==> src/rtl/ipml_hsst_fifo_clr_v2_0.sv <==
// rtl/ipml_hsst_fifo_clr_v2_0.sv - HSST RX bonding-group FIFO-clear controller
// Optional per-group clear statistics: define IPML_HSST_FIFO_CLR_STATS_EN.
module ipml_hsst_fifo_clr_v2_0 #(
  parameter int NUM_LANES        = 4,
  parameter int GROUP_SIZE       = 4,
  parameter int SETTLE_CYCLES    = 16,
  parameter int CLR_PULSE_CYCLES = 4,
  parameter logic [NUM_LANES-1:0]              RX_EN_MASK  = {NUM_LANES{1'b1}},
  parameter logic [(NUM_LANES/GROUP_SIZE)-1:0] BYPASS_MASK = '0
) (
  input  logic                                  clk,
  input  logic                                  rst_n,
  input  logic [NUM_LANES-1:0]                  lane_rst_n,
  input  logic [NUM_LANES-1:0]                  i_fifo_clr,
  input  logic [NUM_LANES-1:0]                  cdr_align,
  input  logic [NUM_LANES-1:0]                  rxlane_done,
  output logic [NUM_LANES-1:0]                  fifo_clr_en,
  output logic [(NUM_LANES/GROUP_SIZE)-1:0]     grp_busy,
  output logic [8*(NUM_LANES/GROUP_SIZE)-1:0]   clr_evt_cnt
);

  localparam int NUM_GROUPS = NUM_LANES / GROUP_SIZE;
  localparam logic [7:0] SETTLE_LAST = (SETTLE_CYCLES == 0) ? 8'd0 : 8'(SETTLE_CYCLES - 1);
  localparam logic [7:0] PULSE_LAST  = 8'(CLR_PULSE_CYCLES);

  typedef enum logic [1:0] {IDLE, SETTLE, CLEAR} state_t;

  logic [NUM_LANES-1:0]  cdr_vld;
  logic [NUM_LANES-1:0]  ff1;
  logic [NUM_LANES-1:0]  pos;
  logic [NUM_LANES-1:0]  lock;
  logic [NUM_GROUPS-1:0] grp_lock_clr;
  logic                  unused_ok;

  // i_fifo_clr only matters for bypassed groups
  assign unused_ok = ^i_fifo_clr;

  assign cdr_vld = cdr_align & RX_EN_MASK;
  assign pos     = cdr_vld & ~ff1;

  always_ff @(posedge clk or negedge rst_n) begin
    if (!rst_n) begin
      ff1  <= '0;
      lock <= '0;
    end else begin
      for (int i = 0; i < NUM_LANES; i++) begin
        if (!lane_rst_n[i]) begin
          ff1[i]  <= 1'b0;
          lock[i] <= 1'b0;
        end else begin
          ff1[i] <= cdr_vld[i];
          if (grp_lock_clr[i / GROUP_SIZE])
            lock[i] <= 1'b0;
          else if (pos[i])
            lock[i] <= 1'b1;
        end
      end
    end
  end

  for (genvar g = 0; g < NUM_GROUPS; g++) begin : g_grp
    localparam int BASE = g * GROUP_SIZE;

    if (GROUP_SIZE == 1) begin : g_nobond
      assign fifo_clr_en[BASE +: GROUP_SIZE] = '0;
      assign grp_busy[g]                     = 1'b0;
      assign clr_evt_cnt[g*8 +: 8]           = 8'd0;
      assign grp_lock_clr[g]                 = 1'b0;

    end else if (BYPASS_MASK[g]) begin : g_bypass
      logic [GROUP_SIZE-1:0] clr_q;

      always_ff @(posedge clk or negedge rst_n) begin
        if (!rst_n) clr_q <= '0;
        else        clr_q <= i_fifo_clr[BASE +: GROUP_SIZE];
      end

      assign fifo_clr_en[BASE +: GROUP_SIZE] = clr_q;
      assign grp_busy[g]                     = 1'b0;
      assign clr_evt_cnt[g*8 +: 8]           = 8'd0;
      // locks are meaningless here; keep them parked at 0
      assign grp_lock_clr[g]                 = 1'b1;

    end else begin : g_fsm
      state_t                state, state_nxt;
      logic [7:0]            cnt, cnt_nxt;
      logic                  busy_q;
      logic                  clr_d;
      logic [GROUP_SIZE-1:0] clr_q;
      logic                  any_lock, all_done, lrst_any;

      assign any_lock = |lock[BASE +: GROUP_SIZE];
      assign all_done = &rxlane_done[BASE +: GROUP_SIZE];
      assign lrst_any = ~&lane_rst_n[BASE +: GROUP_SIZE];

      always_comb begin
        state_nxt = state;
        cnt_nxt   = cnt;
        case (state)
          IDLE: begin
            cnt_nxt = 8'd0;
            if (any_lock && all_done) begin
              if (SETTLE_CYCLES == 0) state_nxt = CLEAR;
              else                    state_nxt = SETTLE;
            end
          end
          SETTLE: begin
            if (!all_done || lrst_any) begin
              state_nxt = IDLE;
              cnt_nxt   = 8'd0;
            end else if (cnt == SETTLE_LAST) begin
              state_nxt = CLEAR;
              cnt_nxt   = 8'd0;
            end else begin
              cnt_nxt = cnt + 8'd1;
            end
          end
          CLEAR: begin
            if (cnt == PULSE_LAST) begin
              state_nxt = IDLE;
              cnt_nxt   = 8'd0;
            end else begin
              cnt_nxt = cnt + 8'd1;
            end
          end
          default: begin
            state_nxt = IDLE;
            cnt_nxt   = 8'd0;
          end
        endcase
      end

      // entry cycle of CLEAR drives nothing; the pulse follows for PULSE_LAST cycles
      assign clr_d = (state == CLEAR) && (cnt != PULSE_LAST);

      // the final CLEAR cycle releases the locks so an edge there is kept
      assign grp_lock_clr[g] = (state_nxt == CLEAR) ||
                               ((state == SETTLE) && (state_nxt == IDLE));

      always_ff @(posedge clk or negedge rst_n) begin
        if (!rst_n) begin
          state  <= IDLE;
          cnt    <= 8'd0;
          busy_q <= 1'b0;
          clr_q  <= '0;
        end else begin
          state  <= state_nxt;
          cnt    <= cnt_nxt;
          busy_q <= (state_nxt != IDLE);
          clr_q  <= {GROUP_SIZE{clr_d}};
        end
      end

      assign fifo_clr_en[BASE +: GROUP_SIZE] = clr_q;
      assign grp_busy[g]                     = busy_q;

`ifdef IPML_HSST_FIFO_CLR_STATS_EN
      logic [7:0] evt_q;

      always_ff @(posedge clk or negedge rst_n) begin
        if (!rst_n)
          evt_q <= 8'd0;
        else if ((state != CLEAR) && (state_nxt == CLEAR) && (evt_q != 8'hFF))
          evt_q <= evt_q + 8'd1;
      end

      assign clr_evt_cnt[g*8 +: 8] = evt_q;
`else
      assign clr_evt_cnt[g*8 +: 8] = 8'd0;
`endif
    end
  end

endmodule

==> config.mk <==
export PLATFORM = sky130hd
export DESIGN_NAME = ipml_hsst_fifo_clr_v2_0
export DESIGN_NICKNAME = d
export VERILOG_FILES = /design/src/rtl/ipml_hsst_fifo_clr_v2_0.sv
export SDC_FILE = /design/constraint.sdc
export NUM_CORES = 1
export LEC_CHECK = 0
export ABC_AREA = 1
export CAP_MARGIN = 10
export CORE_ASPECT_RATIO = 1.1
export CORE_MARGIN = 1
export CORE_UTILIZATION = 35
export CTS_CLUSTER_SIZE = 10
export DETAILED_ROUTE_END_ITERATION = 12
export GPL_TIMING_DRIVEN = 0
export PLACE_DENSITY_LB_ADDON = 0.1
export SETUP_SLACK_MARGIN = 0.5
export SLEW_MARGIN = 40
export SYNTH_ARGS = -nofsm -noshare
export SYNTH_HDL_FRONTEND = slang
export SYNTH_SLANG_ARGS = --single-unit
==> constraint.sdc <==
create_clock -name clk -period 3.3 [get_ports clk]
set_clock_uncertainty 0.2 [all_clocks]
set_input_delay 0.495 -clock clk [delete_from_list [all_inputs] [get_ports clk]]
set_output_delay 0.495 -clock clk [all_outputs]
set_load 0.02 [all_outputs]
**Yosys cells after proc, flatten, opt, wreduce, memory -nomap -nowiden**

Cells that the tools add are included.

- Logic and storage cells: 60
- Input bits: 18
- Output and inout port bits: 13
- Register bits: 20

- Reduce and logical (&&, ||, !) cells: 13
- Bitwise gates (word level): 2
- Add/sub/neg operators: 1
- Mux-type cells: 25
- Equal/unequal tests: 10

Operators by type and width:

| cell | count |
|---|---|
| $mux W8 | 3 |
| $mux W1 | 16 |
| $pmux W8 S2 | 1 |
| $ne A3 B1 Y1 const B | 4 |
| $add A8 B1 Y8 const B | 1 |
| $eq A8 B3 Y1 const B | 1 |
| $eq A8 B4 Y1 const B | 1 |
| $mux W2 | 4 |
| $ne A8 B3 Y1 const B | 1 |
| $reduce_and A4 Y1 | 2 |
| $pmux W2 S3 | 1 |
| $and A4 B4 Y4 | 1 |
| $eq A2 B2 Y1 const B | 2 |
| $logic_not A2 Y1 | 2 |
| $not A4 Y4 | 1 |
| $reduce_or A4 Y1 | 1 |
| $logic_and A1 B1 Y1 | 3 |
| $eq A2 B1 Y1 const B | 1 |
| $logic_not A1 Y1 | 2 |
| $logic_or A1 B1 Y1 | 2 |
| $reduce_bool A2 Y1 | 1 |

**Depth between registers and ports, before layout**

- Depth after elaboration: 10
- Gate-level depth with buffers: 9
- Depth with buffers taken out: 9

**Worst setup path after synthesis**

No wires, ideal clock.

- Path type: reg2reg
- Start: register g_grp[0].g_fsm.state[1]
- End: register g_grp[0].g_fsm.cnt[4]
- Period minus slack after synthesis: 1.643 ns
- Required time: 3.037 ns
- Setup slack: 1.657 ns
- Data arrival time: 1.381 ns
- Buffers on the path: 0
- Setup time: 0.063 ns
- Cell stages (with the launch flop): 10
- Path through: dfrtp_1 > inv_1 > ha_1 > nand3_1 > nor2_2 > nand2_2 > o21ai_4 > nand2_4 > or2_1 > inv_1

- Longest elaborated chain between the ends: 2
- Elaborated cells between the ends (all ways): 3
- Those cells by class: eq/ne: 2; mux: 1

Ends and longest elaborated chain:

| what | line | RTL |
|---|---|---|
| start: declaration | 85 | `state_t state, state_nxt;` |
| start signal: assignment | 147 | `state <= state_nxt;` |
| $eq A2 B2 Y1 / $eq A2 B1 Y1 (equally long branches) | 99 | `case (state)` |
| $pmux W8 S2 (*) | 99 |  |
| named net g_grp[0].g_fsm.cnt_nxt[4] | 86 | `logic [7:0] cnt, cnt_nxt;` |
| end signal: assignment | 148 | `cnt <= cnt_nxt;` |
| end: declaration | 86 |  |

Mark *: on every way through the listed nets, which the timed path passes. The rest lies on a longest branch.
A chain may end at the register's enable or synchronous reset.

**Final worst setup path**

- Start: register, netlist name fifo_clr_en[0]
- End: output fifo_clr_en[3]

RTL lines:

| what | line | RTL |
|---|---|---|
| end: declaration | 17 | `output logic [NUM_LANES-1:0] fifo_clr_en,` |

No word-level cell between the ends.

==> impl_results.md <==
* Overall power at 0.5167 mW
* Layout cells sized above 1 at 16.88%
* Fmax at 476.2 MHz
* Area Growth Syn to Fin at 25.06%
* Pre-CTS setup slack at 1.149 ns
* Yosys warnings at 0
* Pin count of the biggest net entering global routing at 21
* Crit-path max cell delay at 0.58 ns
* Crit-path cells: buf_4 -> clkdlybuf4s50_1
* Seq pwr share at 53.6%
* Outcome: complete, no violations
* Row count at 21
* Fillcell total at 313
* Setup repair after global routing missed its margin: false
* Synth unique cells at 23
* Internal power at 0.3625 mW
* Reg2reg setup slack at 1.47 ns
* Family with the most delay on the worst path: buffers and inverters
* Hold Crit Start: g_grp[0].g_fsm.cnt[0]
* XOR/XNOR Fraction of Synth Area at 2.381%
* Post-synth top area share at 45.35%
* Pwr dens at 374.4 nW/um^2
* Sw Share at 29.85%
* Final Non-Filler Cells at 188
* Final Hold Viols at 0
* Final WL at 1804 um
* Vias in the first global route at 766
* Post-route design area at 1380 um^2
* Die W at 55.54 um
* Post_cts resized at 0
* H-tree levels at 1
* Hold Path Class: register to register
* Synth Area in Compound Gates at 8.844%
* Synth area leaders: dfrtp_1, buf_4, ha_1
* DRC Markers at 0
* Skew-Pair Late Insertion Delay at 0.31 ns
* Logic pwr share at 23.8%
* Leading area contributor after synthesis: dfrtp_1
* Max Slew Vio Count at 0
* Initial drt markers at 36
* Die Y-Extent at 60.89 um
* DR vias at 835
* WP buf/inv at 2
* Fin util at 45.67%
* Worst vdd ir at 164.1 uV
* Routed Antenna Nets at 0
* Commonest cells after routing, fill and taps aside: dfrtp_1, inv_1, nand2_1, clkdlybuf4s50_1, nor2_1
* Worst EP arrival at 1.40 ns
* Main combinational cell family by area after synthesis: simple AND/OR/NAND/NOR gates
* Per-cell routed wire length at 9.596 um
* Synth Area in Simple Gates at 22.68%
* Synthesized area per cell at 8.828 um^2
* All-layer global routing usage at 12.23%
* Quantity of I/O buffers inserted on ports at 18
* Tmin final at 2.100 ns
* Final nets at 180
* Clock share of power at 22.5%
* Number of I/O pins at 31
* First-pass GRT wire length at 3132 um
* Worst Hold End: g_grp[0].g_fsm.cnt[0]
* Clk root buf: clkbuf_4
* Placed Cells at 184
* Hold Path Cell Cnt at 1
* Sequential area share after synthesis at 45.35%
* CTS Buf Count at 3
* CORE AREA at 3022 um^2
* Sinks on Clock Net at 20
* WP data required at 2.60 ns
* Reg-to-reg endpoint: lock[0]
* DP Area at 1348 um^2
* Hpwl dp at 1457 um
* Starting density of the core at 36.52%
* Worst Reg2Reg Path Length in Cells at 7
* Max cap viols at 0
* Crit end category: output port
* Psw at 0.1543 mW
* Register bit total from synthesis at 20
* Worst-path clk slew at 0.11 ns
* Leak Pwr at 0.7203 nW
* Routability cong. at 0.7528
* Pre-antenna DRT Iters at 4
* Clock buffer depth at 2
* Most common cell after layout, fill and taps aside: dfrtp_1
* Adder-Cell Fraction of Synth Area at 6.803%
* Final Setup Violations at 0
* Die ar. at 3382 um^2
* CTS tree: yes
* Mux cell area share after synthesis at 0%
* Post-CTS setup repair buffer count at 0
* Setup WS post-layout at 1.200 ns
* Worst Path Class, Setup: register to output port
* Period utilisation layout at 63.63%
* Crit Path Max Fanout at 4
* R2R Path Start: g_grp[0].g_fsm.cnt[0]
* Fin Hold WS at 0.2615 ns
* Post-synthesis cell area at 1104 um^2
* Initial antenna violation count at 0
* Global route overflow at 0
* Slowest cell on the critical path: clkdlybuf4s50_1
* Mapped Cells at 125
* Fin Setup TNS at 0 ns
* Diodes inserted at 0
* Drt via density at 4.441
* CP startpoint kind: register
cell usage after synthesis (all sizes together):
cell,n
nand2,21
dfrtp,20
inv,18
nor2,18
buf,11
a21oi,9
nand3,7
ha,6
o21ai,4
nand4,2
nor3b,2
xor2,2
a31oi,1
conb,1
nand3b,1
or2,1
xnor2,1
registers in the layout, indices dropped and copies added, names as in the netlist:
name and count:
ff1 4, grp_busy 1, lock 4, g_grp.g_fsm.state 2
fifo_clr_en 1, g_grp.g_fsm.cnt 8
worst max path at each step:
stage | start | to | slack, ns | cells past startpoint
floorplan | g_grp[0].g_fsm.state[1] | g_grp[0].g_fsm.cnt[4] | 1.66 | 9
global placement | lane_rst_n[3] | g_grp[0].g_fsm.cnt[4] | 1.16 | 8
detailed placement | lane_rst_n[3] | g_grp[0].g_fsm.cnt[4] | 1.15 | 8
CTS | fifo_clr_en[0] | fifo_clr_en[3] | 1.18 | 2
global route | fifo_clr_en[0] | fifo_clr_en[3] | 1.15 | 2
finish | fifo_clr_en[0] | fifo_clr_en[3] | 1.20 | 2
logic make-up (layout without fill, tap and decap cells):
kind of cell,after synthesis,count (layout)
XOR/XNOR,3,3
AND/OR/NAND/NOR,52,52
flip-flops,20,20
AO/OA/AOI/OAI,14,14
other,1,8
buffers and inverters,29,51
adder cells (fa/ha/maj),6,6
repair_timing:
action / 4_1_cts / 5_1_grt
hold endpoints to repair: 20 / 0
hold buffers: 1 / 0
setup endpoints to repair: 0 / 0
power by group through the flow:
stage                     clock [mW]  sequential (mW)  combinational [mW]
final                          0.116            0.277               0.123
after global routing           0.129            0.280               0.141
after CTS                      0.119            0.278               0.126
after detailed placement           0            0.283               0.125
after global placement             0            0.282               0.125
after floorplan                    0            0.285              0.0775
routing by layer:
layer  routed length, um  GRT usage, %  up-vias  share of wire (%)
li1                    -             -      431                  -
met1                 804         13.98      369                 45
met2                 849         21.00       30                 47
met3                 115         3.838        5                6.4
met4                  35         6.429        0                1.9
met5                   0             0        -                  0
layout make-up:
type / instances / area, um^2 / share of cell area [%]
Buffer: 11 / 82.58 / 5.984
Clock buffer: 3 / 22.52 / 1.632
Inverter: 18 / 67.56 / 4.896
Multi-Input combinational cell: 83 / 479.2 / 34.72
Sequential cell: 20 / 500.5 / 36.26
Tap cell: 34 / 42.54 / 3.083
Timing Repair Buffer: 19 / 185.2 / 13.42
Power figures use the tool's default switching activity.
